[config.mk]
export PLATFORM = sky130hd
export DESIGN_NAME = uart_tx_fifo
export DESIGN_NICKNAME = d
export VERILOG_FILES = /design/src/rtl/mz80k_uart_pkg.sv /design/src/rtl/uart_sync_fifo.sv /design/src/rtl/uart_tx_fifo.sv
export SDC_FILE = /design/constraint.sdc
export NUM_CORES = 1
export LEC_CHECK = 0
export BUFFER_PORTS_ARGS = -buffer_cell sky130_fd_sc_hd__buf_4
export CAP_MARGIN = 40
export CORE_ASPECT_RATIO = 1.2
export CORE_MARGIN = 2
export CORE_UTILIZATION = 65
export CTS_BUF_LIST = sky130_fd_sc_hd__clkbuf_4 sky130_fd_sc_hd__clkbuf_8 sky130_fd_sc_hd__clkbuf_16
export DETAILED_ROUTE_END_ITERATION = 8
export PLACE_DENSITY = 0.82
export RECOVER_POWER = 100
export SYNTH_ARGS = -nofsm -noshare
export SYNTH_HDL_FRONTEND = slang
export SYNTH_SLANG_ARGS = --single-unit
[constraint.sdc]
create_clock -name clk_sys -period 4.65 [get_ports clk_sys]
set_input_delay 0.93 -clock clk_sys [delete_from_list [all_inputs] [get_ports clk_sys]]
set_output_delay 0.93 -clock clk_sys [all_outputs]
set_load 0.01 [all_outputs]
[src/rtl/mz80k_uart_pkg.sv]
// Shared UART definitions for the MZ-80 serial link (transmitter and receiver).
package mz80k_uart_pkg;

    // Transmitter frame states; PARITY is only reachable when parity is built in.
    typedef enum logic [2:0] {
        IDLE,
        START,
        DATA,
        PARITY,
        STOP
    } tx_state_t;

    localparam int UART_DATA_BITS = 8;

    // Clock cycles per bit, rounded to the nearest integer.
    function automatic int unsigned default_baud_div(input int unsigned clk_hz,
                                                     input int unsigned baud);
        return (clk_hz + (baud / 2)) / baud;
    endfunction

endpackage

[src/rtl/uart_sync_fifo.sv]
// Single-clock byte FIFO with registered full/empty/level flags.
// The head entry is presented combinationally (show-ahead), so a pop
// consumes rd_data on the same edge that rd_en is sampled.
module uart_sync_fifo #(
    parameter int DEPTH = 16
) (
    input  logic                     clk_sys,
    input  logic                     reset,
    input  logic                     wr_en,
    input  logic [7:0]               wr_data,
    input  logic                     rd_en,
    output logic [7:0]               rd_data,
    output logic                     full,
    output logic                     empty,
    output logic [$clog2(DEPTH):0]   level
);

    localparam int AW = $clog2(DEPTH);

    logic [7:0]    mem_q [DEPTH];
    logic [AW-1:0] wr_ptr_q, wr_ptr_d;
    logic [AW-1:0] rd_ptr_q, rd_ptr_d;
    logic [AW:0]   level_q, level_d;
    logic          full_q, full_d;
    logic          empty_q, empty_d;
    logic          push;
    logic          pop;

    // A write while full is dropped; the writer sees full and retries.
    assign push = wr_en && !full_q;
    assign pop  = rd_en && !empty_q;

    // Next pointers, level and flags; pointers wrap naturally (DEPTH is a power of two).
    always_comb begin
        wr_ptr_d = wr_ptr_q;
        rd_ptr_d = rd_ptr_q;
        level_d  = level_q;
        if (push) begin
            wr_ptr_d = wr_ptr_q + 1'b1;
        end
        if (pop) begin
            rd_ptr_d = rd_ptr_q + 1'b1;
        end
        case ({push, pop})
            2'b10:   level_d = level_q + 1'b1;
            2'b01:   level_d = level_q - 1'b1;
            default: level_d = level_q;
        endcase
        full_d  = (level_d == (AW + 1)'(DEPTH));
        empty_d = (level_d == '0);
    end

    // Pointer and flag registers.
    always_ff @(posedge clk_sys) begin
        if (reset) begin
            wr_ptr_q <= '0;
            rd_ptr_q <= '0;
            level_q  <= '0;
            full_q   <= 1'b0;
            empty_q  <= 1'b1;
        end else begin
            wr_ptr_q <= wr_ptr_d;
            rd_ptr_q <= rd_ptr_d;
            level_q  <= level_d;
            full_q   <= full_d;
            empty_q  <= empty_d;
        end
    end

    // Storage array; contents need no reset because the pointers gate every read.
    always_ff @(posedge clk_sys) begin
        if (push) begin
            mem_q[wr_ptr_q] <= wr_data;
        end
    end

    assign rd_data = mem_q[rd_ptr_q];
    assign full    = full_q;
    assign empty   = empty_q;
    assign level   = level_q;

endmodule

[src/rtl/uart_tx_fifo.sv]
// Buffered UART transmitter: bytes are queued in uart_sync_fifo and sent
// 8N1 LSB first on uart_tx, frames back to back while the queue has data.
// Build option UART_TX_PARITY_EN inserts an even-parity bit (8E1 frames).
module uart_tx_fifo
    import mz80k_uart_pkg::*;
#(
    parameter int BAUD_DIV   = 434,
    parameter int FIFO_DEPTH = 16
) (
    input  logic                          clk_sys,
    input  logic                          reset,
    input  logic [7:0]                    tx_data,
    input  logic                          tx_valid,
    output logic                          tx_ready,
    output logic                          uart_tx,
    output logic                          busy,
    output logic [$clog2(FIFO_DEPTH):0]   fifo_level
);

    localparam logic [15:0] BAUD_RELOAD = 16'(BAUD_DIV - 1);
    localparam logic [2:0]  LAST_BIT    = 3'(UART_DATA_BITS - 1);

    tx_state_t   state_q, state_d;
    logic [15:0] baud_cnt_q, baud_cnt_d;
    logic [2:0]  bit_cnt_q, bit_cnt_d;
    logic [7:0]  shift_q, shift_d;
    logic        tx_q, tx_d;
`ifdef UART_TX_PARITY_EN
    logic        parity_q, parity_d;
`endif

    logic                          fifo_rd_en;
    logic [7:0]                    fifo_rd_data;
    logic                          fifo_full;
    logic                          fifo_empty;
    logic [$clog2(FIFO_DEPTH):0]   fifo_level_w;
    logic                          baud_tick;
    logic                          load_frame;

    uart_sync_fifo #(
        .DEPTH(FIFO_DEPTH)
    ) u_fifo (
        .clk_sys (clk_sys),
        .reset   (reset),
        .wr_en   (tx_valid),
        .wr_data (tx_data),
        .rd_en   (fifo_rd_en),
        .rd_data (fifo_rd_data),
        .full    (fifo_full),
        .empty   (fifo_empty),
        .level   (fifo_level_w)
    );

    // The last cycle of every bit period is where the FSM advances.
    assign baud_tick = (baud_cnt_q == 16'd0);

    // Frame sequencing: next state, bit timing, shift register and line level.
    always_comb begin
        state_d    = state_q;
        baud_cnt_d = baud_cnt_q;
        bit_cnt_d  = bit_cnt_q;
        shift_d    = shift_q;
        tx_d       = tx_q;
        load_frame = 1'b0;
`ifdef UART_TX_PARITY_EN
        parity_d   = parity_q;
`endif

        if (state_q != IDLE) begin
            baud_cnt_d = baud_tick ? BAUD_RELOAD : (baud_cnt_q - 16'd1);
        end

        case (state_q)
            IDLE: begin
                load_frame = !fifo_empty;
            end
            START: begin
                if (baud_tick) begin
                    state_d = DATA;
                    tx_d    = shift_q[0];
                end
            end
            DATA: begin
                if (baud_tick) begin
                    if (bit_cnt_q == LAST_BIT) begin
                        bit_cnt_d = 3'd0;
`ifdef UART_TX_PARITY_EN
                        state_d   = PARITY;
                        tx_d      = parity_q;
`else
                        state_d   = STOP;
                        tx_d      = 1'b1;
`endif
                    end else begin
                        bit_cnt_d = bit_cnt_q + 3'd1;
                        shift_d   = {1'b0, shift_q[7:1]};
                        tx_d      = shift_q[1];
                    end
                end
            end
`ifdef UART_TX_PARITY_EN
            PARITY: begin
                if (baud_tick) begin
                    state_d = STOP;
                    tx_d    = 1'b1;
                end
            end
`endif
            STOP: begin
                if (baud_tick) begin
                    if (!fifo_empty) begin
                        load_frame = 1'b1;
                    end else begin
                        state_d = IDLE;
                        tx_d    = 1'b1;
                    end
                end
            end
            default: begin
                state_d = IDLE;
                tx_d    = 1'b1;
            end
        endcase

        // Popping the head starts a new frame from IDLE or straight out of STOP.
        if (load_frame) begin
            state_d    = START;
            shift_d    = fifo_rd_data;
            baud_cnt_d = BAUD_RELOAD;
            bit_cnt_d  = 3'd0;
            tx_d       = 1'b0;
`ifdef UART_TX_PARITY_EN
            parity_d   = ^fifo_rd_data;
`endif
        end
    end

    assign fifo_rd_en = load_frame;

    // FSM and datapath registers; reset aborts any frame and parks the line high.
    always_ff @(posedge clk_sys) begin
        if (reset) begin
            state_q    <= IDLE;
            baud_cnt_q <= 16'd0;
            bit_cnt_q  <= 3'd0;
            shift_q    <= 8'd0;
            tx_q       <= 1'b1;
`ifdef UART_TX_PARITY_EN
            parity_q   <= 1'b0;
`endif
        end else begin
            state_q    <= state_d;
            baud_cnt_q <= baud_cnt_d;
            bit_cnt_q  <= bit_cnt_d;
            shift_q    <= shift_d;
            tx_q       <= tx_d;
`ifdef UART_TX_PARITY_EN
            parity_q   <= parity_d;
`endif
        end
    end

    assign uart_tx    = tx_q;
    assign tx_ready   = !fifo_full;
    assign fifo_level = fifo_level_w;
    assign busy       = (state_q != IDLE) || (fifo_level_w != '0);

endmodule

## Word-level counts from Yosys, hierarchy flattened

Memory sizes are Yosys's and may differ from the RTL's. A register that Yosys moved wholly into a read port is not among the register bits.
Index checks and enable logic that the tools add are counted.

| storage, ports and cells | value |
|---|---|
| bits in registers | 46 |
| bits in latches | 0 |
| memory bits (writable) | 128 |
| ROM bits | 0 |
| output and inout port bits | 8 |
| word-level logic and storage cells | 88 |
| memories | 1 |

| operators by class | value |
|---|---|
| add/sub/neg operators | 6 |
| multiply operators | 0 |
| div/mod/pow operators | 0 |
| order comparisons | 0 |
| equality and inequality tests | 19 |
| shift operators | 0 |
| muxes and demuxes | 30 |
| bitwise gates (word level) | 1 |
| reductions and logical operators | 19 |

Memories:

| name | words | width | rd ports | clocked after memory_dff | write ports | RTL line | text |
|---|---|---|---|---|---|---|---|
| u_fifo.mem_q | 16 | 8 | 1 | 1 | 1 | uart_sync_fifo.sv:20 | `logic [7:0] mem_q [DEPTH];` |

Operators by type and width:

| kind | number |
|---|---|
| 2-to-1 mux 8 bit | 4 |
| 2-to-1 mux 3 bit | 6 |
| 2-to-1 mux 9 bit | 2 |
| logical NOT 16 bit | 1 |
| 2-to-1 mux 16 bit | 1 |
| subtractor 16 x 1 -> 16 bit (second input constant) | 1 |
| inequality test 3 x 2 -> 1 bit (second input constant) | 4 |
| one-hot mux 3 bit (4 select lines) | 1 |
| AND reduction 6 bit | 2 |
| 2-to-1 mux 1 bit | 11 |
| one-hot mux 5 bit (2 select lines) | 1 |
| adder 4 x 1 -> 4 bit (second input constant) | 2 |
| 2-to-1 mux 4 bit | 2 |
| inequality test 2 bit (second input constant) | 4 |
| equality test 3 bit (second input constant) | 2 |
| inequality test 2 x 1 -> 1 bit (second input constant) | 3 |
| nonzero test 2 bit | 3 |
| adder 5 x 1 -> 5 bit (second input constant) | 1 |
| equality test 5 bit (second input constant) | 1 |
| logical NOT 5 bit | 1 |
| AND reduction 5 bit | 1 |
| nonzero test 5 bit | 1 |
| subtractor 5 x 1 -> 5 bit (second input constant) | 1 |
| one-hot mux 1 bit (4 select lines) | 1 |
| other kinds (16) | 18 |

## Depth between registers and ports, before layout

| depth | value |
|---|---|
| word-level depth | 7 |
| mapped depth | 13 |
| mapped depth without buffers | 13 |

## Hierarchy

A second synthesis with hierarchy kept.

| second synthesis, totals | value |
|---|---|
| cells, all modules | 507 |
| area total of the unflattened synthesis | 7538.5 sq um |

By module, submodules not included:

| module | times used | cells each | area each (sq um) | sequential area each (sq um) |
|---|---|---|---|---|
| uart_sync_fifo | 1 | 303 | 5953.2 | 4224.1 |
| uart_tx_fifo | 1 | 204 | 1585.3 | 620.6 |

## Least setup slack after synthesis

Ideal clock, no wire load.

| path | value |
|---|---|
| kind | input to register |
| from | input tx_valid |
| to | register u_fifo.empty_q (netlist: u_fifo.empty) |
| library setup time | 0.096 ns |
| arrival time | 3.016 ns |
| required time | 4.554 ns |
| slack | 1.538 ns |
| stages | 12 |
| buffers on the path | 1 |
| path through | nor2b_1 clkbuf_1 inv_1 and2_2 nand2_4 xnor2_1 ha_1 nand4b_1 a2111oi_0 a22oi_1 xnor2_1 o41ai_2 |

| between the ends | value |
|---|---|
| cells in the longest elaborated chain, start to end | 4 |
| elaborated cells on any way between the ends | 5 |

Ends and longest elaborated chain:

| what | RTL line | text |
|---|---|---|
| from (decl) | uart_tx_fifo.sv:13 | `input logic tx_valid,` |
| logical AND 1 bit * | uart_sync_fifo.sv:30 | `assign push = wr_en && !full_q;` |
| equality test 2 x 1 -> 1 bit / equality test 2 bit (equally long branches) | uart_sync_fifo.sv:44 | `case ({push, pop})` |
| one-hot mux 5 bit (2 select lines) * | uart_sync_fifo.sv:44 |  |
| logical NOT 5 bit * | uart_sync_fifo.sv:50 | `empty_d = (level_d == '0);` |
| to (signal assigned) | uart_sync_fifo.sv:66 | `empty_q <= empty_d;` |
| to (decl) | uart_sync_fifo.sv:25 | `logic empty_q, empty_d;` |

Every way passes the cells marked *; elsewhere a longest branch is shown, timed or not.
A chain may end at the register's enable or synchronous reset.

## Worst setup path in the final report

| path | value |
|---|---|
| from | register baud_cnt_q[0] |
| to | register u_fifo.empty_q (netlist: u_fifo.empty) |

| between the ends | value |
|---|---|
| cells in the longest elaborated chain, start to end | 7 |
| elaborated cells on any way between the ends | 8 |

Ends and longest elaborated chain:

| what | RTL line | text |
|---|---|---|
| from (decl) | uart_tx_fifo.sv:24 | `logic [15:0] baud_cnt_q, baud_cnt_d;` |
| from (signal assigned) | uart_tx_fifo.sv:153 | `baud_cnt_q <= baud_cnt_d;` |
| logical NOT 16 bit * | uart_tx_fifo.sv:55 | `assign baud_tick = (baud_cnt_q == 16'd0);` |
| 2-to-1 mux 1 bit * | uart_tx_fifo.sv:110 | `if (baud_tick) begin` |
| one-hot mux 1 bit (2 select lines) * | uart_tx_fifo.sv:73 | `case (state_q)` |
| logical AND 1 bit * | uart_sync_fifo.sv:31 | `assign pop = rd_en && !empty_q;` |
| equality test 2 x 1 -> 1 bit / equality test 2 bit (equally long branches) | uart_sync_fifo.sv:44 |  |
| one-hot mux 5 bit (2 select lines) * | uart_sync_fifo.sv:44 |  |
| logical NOT 5 bit * | uart_sync_fifo.sv:50 |  |

Marked as above.

==> summary.md <==
| Metric | Value |
|---|---|
| Post-route cell area | `8330 um2` |
| Die H | `122 um` |
| Worst path depth | `12` |
| Crit-path max cell delay | `0.49 ns` |
| Synth-to-layout area growth | `11.3%` |
| Max Cap Viol | `3` |
| TritonCTS Sinks | `178` |
| Crit Path Category | `reg -> reg` |
| Row cnt | `42` |
| Synth top area cells | `edfxtp_1 (51%), dfxtp_1 (13%), mux4_2 (9.6%), nor2_1 (2.5%), a21oi_1 (2.4%)` |
| FF-to-FF End | `u_fifo.empty$_SDFF_PP1_` |
| Period utilisation layout | `83.2%` |
| PwrDens | `575 nW/um2` |
| Die area | `12400 um2` |
| Final Skew | `0.00748 ns` |
| WL/cell | `21.5 um` |
| Via Count | `4457` |
| R2R Path Start | `baud_cnt_q[0]$_SDFFE_PP0P_` |
| Setup tns final | `0 ns` |
| # fillers | `711` |
| PnR worst setup slack | `0.779 ns` |
| Failing checks | `max-capacitance violations, max-slew violations` |
| Hold buffers post-CTS | `0` |
| CP endpoint | `u_fifo.empty$_SDFF_PP1_` |
| Leak pwr | `2.71 nW` |
| Async SR Flop Fraction | `0%` |
| Buf/Inv on CP | `2` |
| Drt first pass iters | `6` |
| CP top delay family | `compound AO/OA/AOI/OAI gates` |
| I/O pin count | `19` |
| Final GP Congestion | `0.818` |
| Minimum clock period | `3.87 ns` |
| Area after DPL | `7840 um2` |
| Syn_nets | `543` |
| Cell count after synthesis | `521` |
| Hold WS | `0.492 ns` |
| Post-Route WL | `15300 um` |
| Fmax | `258 MHz` |
| Via-to-Cell Ratio | `6.27` |
| Starting Density | `67.2%` |
| Setup Fix Bufs, Post-CTS | `0` |
| First-pass GRT wire length | `23900 um` |
| Clock Pin Slew Worst Setup and Hold Paths | `0.07 ns` |
| FF-to-FF path depth | `12` |
| CP Cell Sequence | `inv_1 -> ha_1 -> nor4b_1 -> a41o_4 -> nand2_1 -> inv_1 -> ha_1 -> nand2_1 -> a2111oi_0 -> a22oi_1 -> xnor2_1 -> o41ai_2` |
| Initial antenna violation count | `0` |
| Top cell type by total area after synthesis | `edfxtp_1` |
| RSZ-0062 raised after global routing | `no` |
| Slowest CP cell | `inv_1` |
| CTS root buf | `clkbuf_16` |
| Largest net degree at the start of global routing | `34` |
| Post-route insts no fill | `711` |
| Clk_lat worst skew | `0.42 ns` |
| Overflow after GRT | `0` |
| Synth warnings | `0` |
| EDFF count, synth | `128` |
| CP endpoint kind | `register` |
| Die Wd | `102 um` |
| CTS tree | `built` |
| Final Max Tran Viols | `18` |
| Syn_area_per_cell | `14.4 um2` |
| Final Hold Fails | `0` |
| Antenna-violating nets left | `0` |
| 1st-iter DRT viols | `372` |
| FF-to-FF setup slack | `0.78 ns` |
| Total Routing Usage GR | `26.8%` |
| Core Area | `11100 um2` |
| Inserted Diodes | `0` |
| Worst path required time | `4.97 ns` |
| Top Usage Layer GRT | `met2` |
| Synth Cell Area | `7480 um2` |
| Crit. Startpoint | `baud_cnt_q[0]$_SDFFE_PP0P_` |
| Setup crit start kind | `register` |
| Worst VDD drop | `0.336 mV` |
| Total of flip-flops plus latches after synthesis | `178` |
| Met3 global-route usage | `6.43%` |
| CTS-repair resized insts | `0` |
| WP data arrival | `4.19 ns` |
| Share of layout cells above drive strength 1 | `15.8%` |
| Count of final setup violators | `0` |
| Cell Count Post-Placement | `679` |
| Post-Place Setup Slack | `0.978 ns` |
| Seq/Total Area, Yosys | `64.7%` |
| Synth top area share | `51.4%` |
| Drc violations | `0` |
| Rel. slew slack | `-4.18%` |
| Most used DFF post-synth | `edfxtp_1` |
| Top cells by instance count after synthesis | `edfxtp_1 (128), dfxtp_1 (50), nor2_1 (50)` |
| Count leader, synth | `edfxtp_1` |
| Num CTS Buffers | `17` |
| IO buf count | `18` |
| DP Wirelength | `9560 um` |
| Status | `finished with violations` |
| Critical path peak fanout | `18` |
| H-tree depth | `4` |
| Routing usage on met2 | `44.6%` |
| Vias in the first global route | `4480` |
| Synth cell types | `52` |
| Grt met1 use | `33.3%` |
| Least-Margin Pin Slew | `1.55 ns` |
| Hold Path Class | `reg -> reg` |
| Nets | `567` |
| Clk buf depth | `2` |
registers in the layout (all words and copies together) (netlist names), named ones only:
signal	cells
bit_cnt_q	3
baud_cnt_q	16
u_fifo.rd_ptr_q	4
shift_q	8
u_fifo.level	5
u_fifo.empty	1
uart_tx	1
u_fifo.wr_ptr_q	4
u_fifo.full	1
u_fifo.mem_q	128
state_q	3
report_power, final:
group | internal (W) | leakage, nW | switching, W
sequential | 0.00185 | 1.57 | 0.000156
combinational | 0.000560 | 0.850 | 0.000759
clock | 0.000858 | 0.296 | 0.000599
total | 0.00327 | 2.71 | 0.00151
layout by cell type, fill, tap and decap left out, types with 11 or more instances in the layout:
cell type  count
a21oi_1       36
clkbuf_1      23
clkbuf_16     17
dfxtp_1       49
edfxtp_1     128
ha_1          11
inv_1         12
mux2i_1       15
mux4_2        32
nand2_1       36
nor2_1        50
nor2b_1       11
nor3_1        15
xnor2_1       11
layout make-up:
class	count	area (um2)	area share, %
inverters	12	45.0	0.541
clock buffers	18	433	5.20
multi-input cells	303	2460	29.5
flip-flops and latches	178	4850	58.2
repair buffers	33	181	2.18
clock inverters	13	173	2.07
well taps	154	193	2.31
routing by layer:
layer	vias to the layer above	wire length [um]
met1	2208	5820
met3	43	937
met2	174	8010
met5	-	0
met4	0	482
li1	2032	-
cell families (layout without fill, tap and decap cells):
kind of cell | Yosys count | after routing | synth area share, %
XOR/XNOR | 19 | 19 | 2.22
AND/OR/NAND/NOR | 151 | 151 | 10.4
flip-flops | 178 | 178 | 64.7
multiplexers | 49 | 49 | 11.9
buffers and inverters | 40 | 76 | 2.26
AO/OA/AOI/OAI | 73 | 73 | 6.62
adder cells (fa/ha/maj) | 11 | 11 | 1.84
stage by stage:
stage	total power (W)	utilization, %
finish	0.00478	74.7
global route	0.00503	74.7
CTS	0.00484	75.8
detailed placement	0.00338	70.3
global placement	0.00329	69.5
floorplan	0.00304	-
tightest hold or removal path, delay by kind of cell, from the launching register on:
family | cells | cell delay [ns]
compound gates | 1 | 0.08
flops | 1 | 0.31
simple gates | 1 | 0.05
how the worst min path moves through the flow:
stage | start | endpoint | cells after the start
after detailed placement | shift_q[2]$_SDFFE_PP0P_ | shift_q[1]$_SDFFE_PP0P_ | 2
after global routing | shift_q[6]$_SDFFE_PP0P_ | shift_q[5]$_SDFFE_PP0P_ | 2
final | shift_q[2]$_SDFFE_PP0P_ | shift_q[1]$_SDFFE_PP0P_ | 2
after floorplan | shift_q[7]$_SDFFE_PP0P_ | shift_q[6]$_SDFFE_PP0P_ | 2
after CTS | shift_q[2]$_SDFFE_PP0P_ | shift_q[1]$_SDFFE_PP0P_ | 2
after global placement | shift_q[7]$_SDFFE_PP0P_ | shift_q[6]$_SDFFE_PP0P_ | 2
Note: power is estimated with default switching activity, not from simulation.
